**src/rtl/nibble_add_pkg.sv**
```systemverilog
// nibble_add_pkg
//   Shared definitions for the nibble-serial adder: digit width and the
//   controller state encoding.
package nibble_add_pkg;

    localparam int NIBBLE_W = 4;

    typedef enum logic [1:0] {
        IDLE = 2'd0,
        RUN  = 2'd1,
        DONE = 2'd2
    } state_e;

endpackage

```
**src/rtl/add4.sv**
```systemverilog
// add4
//   Plain 4-bit unsigned adder with carry-out, no carry-in.
//   Ports:
//     a, b : 4-bit addends
//     s    : 4-bit sum
//     co   : carry-out
module add4 (
    input  logic [3:0] a,
    input  logic [3:0] b,
    output logic [3:0] s,
    output logic       co
);

    assign {co, s} = {1'b0, a} + {1'b0, b};

endmodule

```
**src/rtl/nibble_serial_adder.sv**
```systemverilog
// nibble_serial_adder
//   Adds two unsigned operands of NIBBLES 4-bit digits, one digit per clock,
//   least-significant digit first, with a valid/ready handshake on each side.
//
//   Optional feature: define NIBBLE_SERIAL_ADDER_OVF_EN to add the ovf output
//   (two's-complement overflow of the result).
//
//   Ports:
//     clk, rst_n           : clock, asynchronous active-low reset
//     in_valid / in_ready  : operand handshake (ready only in IDLE)
//     in_a, in_b, in_cin   : operands and carry-in, captured on accept
//     out_valid / out_ready: result handshake (valid only in DONE)
//     out_sum, out_cout    : result, held until the next operation completes
//     ovf                  : overflow flag (only with NIBBLE_SERIAL_ADDER_OVF_EN)
//
//   state | meaning
//   ------+--------------------------------------------------------------
//   IDLE  | waiting for operands; in_ready=1
//   RUN   | one digit added per cycle; NIBBLES cycles
//   DONE  | result presented; out_valid=1 until out_ready
module nibble_serial_adder
    import nibble_add_pkg::*;
#(
    parameter int NIBBLES = 4
) (
    input  logic                        clk,
    input  logic                        rst_n,
    input  logic                        in_valid,
    output logic                        in_ready,
    input  logic [NIBBLE_W*NIBBLES-1:0] in_a,
    input  logic [NIBBLE_W*NIBBLES-1:0] in_b,
    input  logic                        in_cin,
    output logic                        out_valid,
    input  logic                        out_ready,
    output logic [NIBBLE_W*NIBBLES-1:0] out_sum,
    output logic                        out_cout
`ifdef NIBBLE_SERIAL_ADDER_OVF_EN
    ,
    output logic                        ovf
`endif
);

    localparam int W     = NIBBLE_W * NIBBLES;
    localparam int CNT_W = $clog2(NIBBLES);
    localparam logic [CNT_W-1:0] LAST_DIGIT = CNT_W'(NIBBLES - 1);

    state_e             state_q, state_d;
    logic [CNT_W-1:0]   cnt_q, cnt_d;
    // a_q doubles as the result register: each digit's sum enters the top
    // nibble that the right shift has just vacated.
    logic [W-1:0]       a_q, a_d;
    logic [W-1:0]       b_q, b_d;
    logic               carry_q, carry_d;
    logic [W-1:0]       sum_q, sum_d;
    logic               cout_q, cout_d;

    logic [NIBBLE_W-1:0] s_ab;
    logic [NIBBLE_W-1:0] s_dig;
    logic                co_ab;
    logic                co_cin;
    logic                nib_co;

`ifdef NIBBLE_SERIAL_ADDER_OVF_EN
    logic msb_a_q, msb_a_d;
    logic msb_b_q, msb_b_d;
    logic ovf_q, ovf_d;
`endif

    add4 u_add_ab (
        .a  (a_q[NIBBLE_W-1:0]),
        .b  (b_q[NIBBLE_W-1:0]),
        .s  (s_ab),
        .co (co_ab)
    );

    add4 u_add_cin (
        .a  (s_ab),
        .b  ({{(NIBBLE_W-1){1'b0}}, carry_q}),
        .s  (s_dig),
        .co (co_cin)
    );

    // The two stages can never both carry, so OR gives the digit carry.
    assign nib_co = co_ab | co_cin;

    always_comb begin
        state_d = state_q;
        cnt_d   = cnt_q;
        a_d     = a_q;
        b_d     = b_q;
        carry_d = carry_q;
        sum_d   = sum_q;
        cout_d  = cout_q;
`ifdef NIBBLE_SERIAL_ADDER_OVF_EN
        msb_a_d = msb_a_q;
        msb_b_d = msb_b_q;
        ovf_d   = ovf_q;
`endif
        case (state_q)
            IDLE: begin
                if (in_valid) begin
                    a_d     = in_a;
                    b_d     = in_b;
                    carry_d = in_cin;
                    cnt_d   = '0;
                    state_d = RUN;
`ifdef NIBBLE_SERIAL_ADDER_OVF_EN
                    msb_a_d = in_a[W-1];
                    msb_b_d = in_b[W-1];
`endif
                end
            end
            RUN: begin
                a_d     = {s_dig, a_q[W-1:NIBBLE_W]};
                b_d     = {{NIBBLE_W{1'b0}}, b_q[W-1:NIBBLE_W]};
                carry_d = nib_co;
                cnt_d   = cnt_q + CNT_W'(1);
                if (cnt_q == LAST_DIGIT) begin
                    state_d = DONE;
                    sum_d   = {s_dig, a_q[W-1:NIBBLE_W]};
                    cout_d  = nib_co;
`ifdef NIBBLE_SERIAL_ADDER_OVF_EN
                    ovf_d   = (msb_a_q == msb_b_q) &&
                              (s_dig[NIBBLE_W-1] != msb_a_q);
`endif
                end
            end
            DONE: begin
                if (out_ready) begin
                    state_d = IDLE;
                end
            end
            default: begin
                state_d = IDLE;
            end
        endcase
    end

    always_ff @(posedge clk or negedge rst_n) begin
        if (!rst_n) begin
            state_q <= IDLE;
            cnt_q   <= '0;
            a_q     <= '0;
            b_q     <= '0;
            carry_q <= 1'b0;
            sum_q   <= '0;
            cout_q  <= 1'b0;
`ifdef NIBBLE_SERIAL_ADDER_OVF_EN
            msb_a_q <= 1'b0;
            msb_b_q <= 1'b0;
            ovf_q   <= 1'b0;
`endif
        end else begin
            state_q <= state_d;
            cnt_q   <= cnt_d;
            a_q     <= a_d;
            b_q     <= b_d;
            carry_q <= carry_d;
            sum_q   <= sum_d;
            cout_q  <= cout_d;
`ifdef NIBBLE_SERIAL_ADDER_OVF_EN
            msb_a_q <= msb_a_d;
            msb_b_q <= msb_b_d;
            ovf_q   <= ovf_d;
`endif
        end
    end

    assign in_ready  = (state_q == IDLE);
    assign out_valid = (state_q == DONE);
    assign out_sum   = sum_q;
    assign out_cout  = cout_q;
`ifdef NIBBLE_SERIAL_ADDER_OVF_EN
    assign ovf       = ovf_q;
`endif

endmodule
```
**config.mk**
```make
export PLATFORM = sky130hd
export DESIGN_NAME = nibble_serial_adder
export DESIGN_NICKNAME = d
export VERILOG_FILES = /design/src/rtl/nibble_add_pkg.sv /design/src/rtl/add4.sv /design/src/rtl/nibble_serial_adder.sv
export SDC_FILE = /design/constraint.sdc
export NUM_CORES = 1
export LEC_CHECK = 0
export CORE_ASPECT_RATIO = 1.5
export CORE_UTILIZATION = 45
export DETAILED_ROUTE_END_ITERATION = 10
export GPL_ROUTABILITY_DRIVEN = 0
export PLACE_DENSITY_LB_ADDON = 0.2
export SLEW_MARGIN = 5
export SYNTH_ARGS = -nofsm -noshare
export SYNTH_HDL_FRONTEND = slang
export SYNTH_SLANG_ARGS = --single-unit
```
**constraint.sdc**
```tcl
create_clock -name clk -period 4.5 [get_ports clk]
set_input_delay 0.675 -clock clk [delete_from_list [all_inputs] [get_ports clk]]
set_output_delay 0.675 -clock clk [all_outputs]
set_load 0.02 [all_outputs]
```
==> impl_metrics.env <==
export IMPL_fin_area_sq_um=3408
export IMPL_r2r_setup_slack_ns=2.11
export IMPL_endpoint_kind="register"
export IMPL_final_util_pct=58.91
export IMPL_netlist_top_cells_count="54 x dfrtp_1, 36 x a21oi_1, 33 x o21ai_0"
export IMPL_ys_seq_elements=54
export IMPL_timing_critical_path_cells="clkdlybuf4s50_1 -> buf_4 -> nor2b_2 -> a21oi_1 -> o21ai_0"
export IMPL_worst_slew_pin_transition_ns=1.249
export IMPL_cts_sinks=54
export IMPL_layoutNonFillerInstCount=379
export IMPL_powerDensity_nw_per_um2=696.5
export IMPL_clk_latency_ns=0.30
export IMPL_gr_total_overflow=0
export IMPL_clkPwrFrac_pct=13.8
export IMPL_clock_path_buffers=2
export IMPL_cts_tree="built"
export IMPL_placed_area_sq_um=3296
export IMPL_syn_cell_area_sq_um=2704
export IMPL_antenna_found_initial=0
export IMPL_yosysMostFrequentCell="dfrtp_1"
export IMPL_track_usage_pct=20.86
export IMPL_leakagePower_nw=1.423
export IMPL_fmax_mhz=367.7
export IMPL_synth_top_area_share_pct=49.98
export IMPL_cp_start_kind="input pin"
export IMPL_syn_to_final_growth_pct=26.05
export IMPL_start_util_pct=46.73
export IMPL_p_seq_share_pct=38.2
export IMPL_cp_top_family="simple AND/OR/NAND/NOR gates"
export IMPL_hold_path_class="input pin to asynchronous set/reset pin"
export IMPL_fin_crit_ns=2.719
export IMPL_worst_slack_ns=1.781
export IMPL_ys_flop_type="dfrtp_1"
export IMPL_slew_violations=0
export IMPL_cts_htree_levels=2
export IMPL_wl_mm=6.090
export IMPL_grt_pass1_wl_mm=10.36
export IMPL_setup_viol=0
export IMPL_synth_edf_count=0
export IMPL_crit_type="input pin to register"
export IMPL_die_y_microns=96.94
export IMPL_swShare_pct=39.03
export IMPL_dp_worst_setup_slack_ns=1.431
export IMPL_netlist_instances=260
export IMPL_cp_slowest_cell="nor2b_2"
export IMPL_synthesis_nets=305
export IMPL_startpoint="in_valid"
export IMPL_cts_reportedPaths_clkPinSlew_ns=0.09
export IMPL_hold_viol_final=0
export IMPL_netlist_top_cell_by_area="dfrtp_1"
export IMPL_synth_area_leaders="dfrtp_1 50%, nor2b_1 7.4%, a22oi_1 7.2%, a21oi_1 6.7%, mux2_2 6.2%"
export IMPL_clockRootBuffer="clkbuf_8"
export IMPL_post_synth_num_cell_types=30
export IMPL_drive_gt1_share_pct=11.07
export IMPL_combPwrFrac_pct=48.0
export IMPL_fin_crit_sh_pct=60.43
export IMPL_crit_buf_inv=2
export IMPL_ioPinCount=56
export IMPL_seq_area_sq_um=1351
export IMPL_dieArea_sq_um=6329
export IMPL_multi_input_area_sq_um=1260
export IMPL_holdWs_ns=0.4897
export IMPL_total_power_mw=2.374
export IMPL_cts_resized_gates=0
export IMPL_r2r_start="state_q[1]"
export IMPL_core_sq_um=5786
export IMPL_drc=0
export IMPL_postCtsHoldBufs=0
export IMPL_syn_area_per_cell_sq_um=10.40
export IMPL_arrival_ns=2.93
export IMPL_power_switching_mw=0.9265
export IMPL_critPathMaxFanout=37
export IMPL_wl_per_cell_microns=16.07
export IMPL_cts_buffers=5
export IMPL_power_report_internal_total_mw=1.448
export IMPL_slew_headroom_pct=16.33
export IMPL_synthArstFlopShare_pct=100.0
export IMPL_slowest_delay_ns=1.06
export IMPL_dr_pass1_iters=4
export IMPL_yosysWarnings=0
export IMPL_final_setup_tns_ns=0
export IMPL_n_antenna_cell=0
export IMPL_cp_required_ns=4.71
export IMPL_row_count=34
export IMPL_nFillCells=528
export IMPL_fin_worst_skew_ns=0.008395
export IMPL_final_antenna_net_count=0
export IMPL_port_buffers=55
export IMPL_viasPerCell=5.570
export IMPL_vdd_drop_max_mv=0.3763
export IMPL_ys_seq_area_share_pct=49.98
export IMPL_rsz0062_at_grt="false"
export IMPL_status="complete, no violations"
export IMPL_dp_hpwl_mm=4.035
export IMPL_max_cap_viol_count=0
export IMPL_grt_pass1_vias=2096
export IMPL_drt_iter0_drc=168
export IMPL_vias=2111
export IMPL_grt_max_degree=55
export IMPL_post_cts_setup_buffers=0
export IMPL_final_nets=352
export IMPL_die_w_microns=65.29
export IMPL_dp_cells=372
==> final timing paths <==
| check | depth (start not counted) | endpoint |
|---|---|---|
| min reg2reg | 2 | out_sum[14] |
| max reg2reg | 4 | b_q[12] |
| min | 2 | b_q[2] |
| max | 5 | b_q[12] |
| max in group asynchronous | 2 | a_q[8] |
| min in group clk | 2 | out_sum[14] |
==> power by group through the flow <==
stage / registers, mW / clock network (mW) / logic [mW]
final: 0.907 / 0.328 / 1.14
after global routing: 0.943 / 0.357 / 1.26
after CTS: 0.908 / 0.335 / 1.15
after detailed placement: 0.917 / 0 / 1.14
after global placement: 0.913 / 0 / 1.12
after floorplan: 0.922 / 0 / 0.738
==> registers in the layout (all words and copies together), names as in the netlist <==
register,flops
carry_q,1
b_q,16
cnt_q,2
out_cout,1
state_q,2
a_q,16
out_sum,16
==> cell families (layout without fill, tap and decap cells) <==
logic type | count (synthesis) | in the layout | share of synthesized area [%]
multiplexers | 16 | 16 | 6.617
XOR/XNOR | 3 | 3 | 1.759
AO/OA/AOI/OAI | 105 | 105 | 23.09
flip-flops | 54 | 54 | 49.98
buffers and inverters | 23 | 70 | 3.610
AND/OR/NAND/NOR | 51 | 51 | 10.97
adder cells (fa/ha/maj) | 8 | 8 | 3.980
==> cells in the final DEF, fill, tap and decap left out <==
| cell | instances |
|---|---|
| o21ai_0 | 33 |
| a41oi_2 | 1 |
| xnor2_1 | 1 |
| xor2_2 | 1 |
| clkdlybuf4s50_1 | 54 |
| bufinv_16 | 1 |
| o22ai_1 | 3 |
| nor2b_2 | 2 |
| a22o_1 | 1 |
| nand3_1 | 2 |
| buf_2 | 1 |
| ha_1 | 7 |
| o22a_1 | 3 |
| a21oi_1 | 36 |
| inv_1 | 3 |
| a31oi_1 | 1 |
| o31ai_1 | 1 |
| xnor3_1 | 1 |
| or3_4 | 1 |
| mux2_2 | 15 |
| nand2_1 | 7 |
| nor2b_1 | 30 |
| fa_1 | 1 |
| clkbuf_8 | 6 |
| a22oi_1 | 26 |
| and2_1 | 1 |
| nor2_1 | 5 |
| mux2i_1 | 1 |
| buf_4 | 5 |
| nand2b_1 | 1 |
| nand2_4 | 1 |
| and3_1 | 1 |
| dfrtp_1 | 54 |
==> worst register-to-register path, cell delays in order, from the launching register on <==
cell and delay (ns):
dfrtp_1 0.61, buf_4 0.33, nor2b_2 0.97, a21oi_1 0.16, o21ai_0 0.22
==> area by class of cell <==
type / count / area share, %
clock buffers: 6 / 2.423
flip-flops and latches: 54 / 39.65
clock inverters: 1 / 0.8811
repair buffers: 60 / 17.11
well taps: 72 / 2.643
multi-input cells: 183 / 36.97
inverters: 3 / 0.3304
==> per-layer routing <==
| layer | vias to the layer above | wire length (microns) | track usage [%] |
|---|---|---|---|
| met5 | - | 0 | 0 |
| met4 | 0 | 84 | 6.856 |
| met3 | 4 | 273 | 3.420 |
| met2 | 64 | 3104 | 32.91 |
| met1 | 1019 | 2628 | 28.87 |
| li1 | 1024 | - | - |
Power figures use the tool's default switching activity.
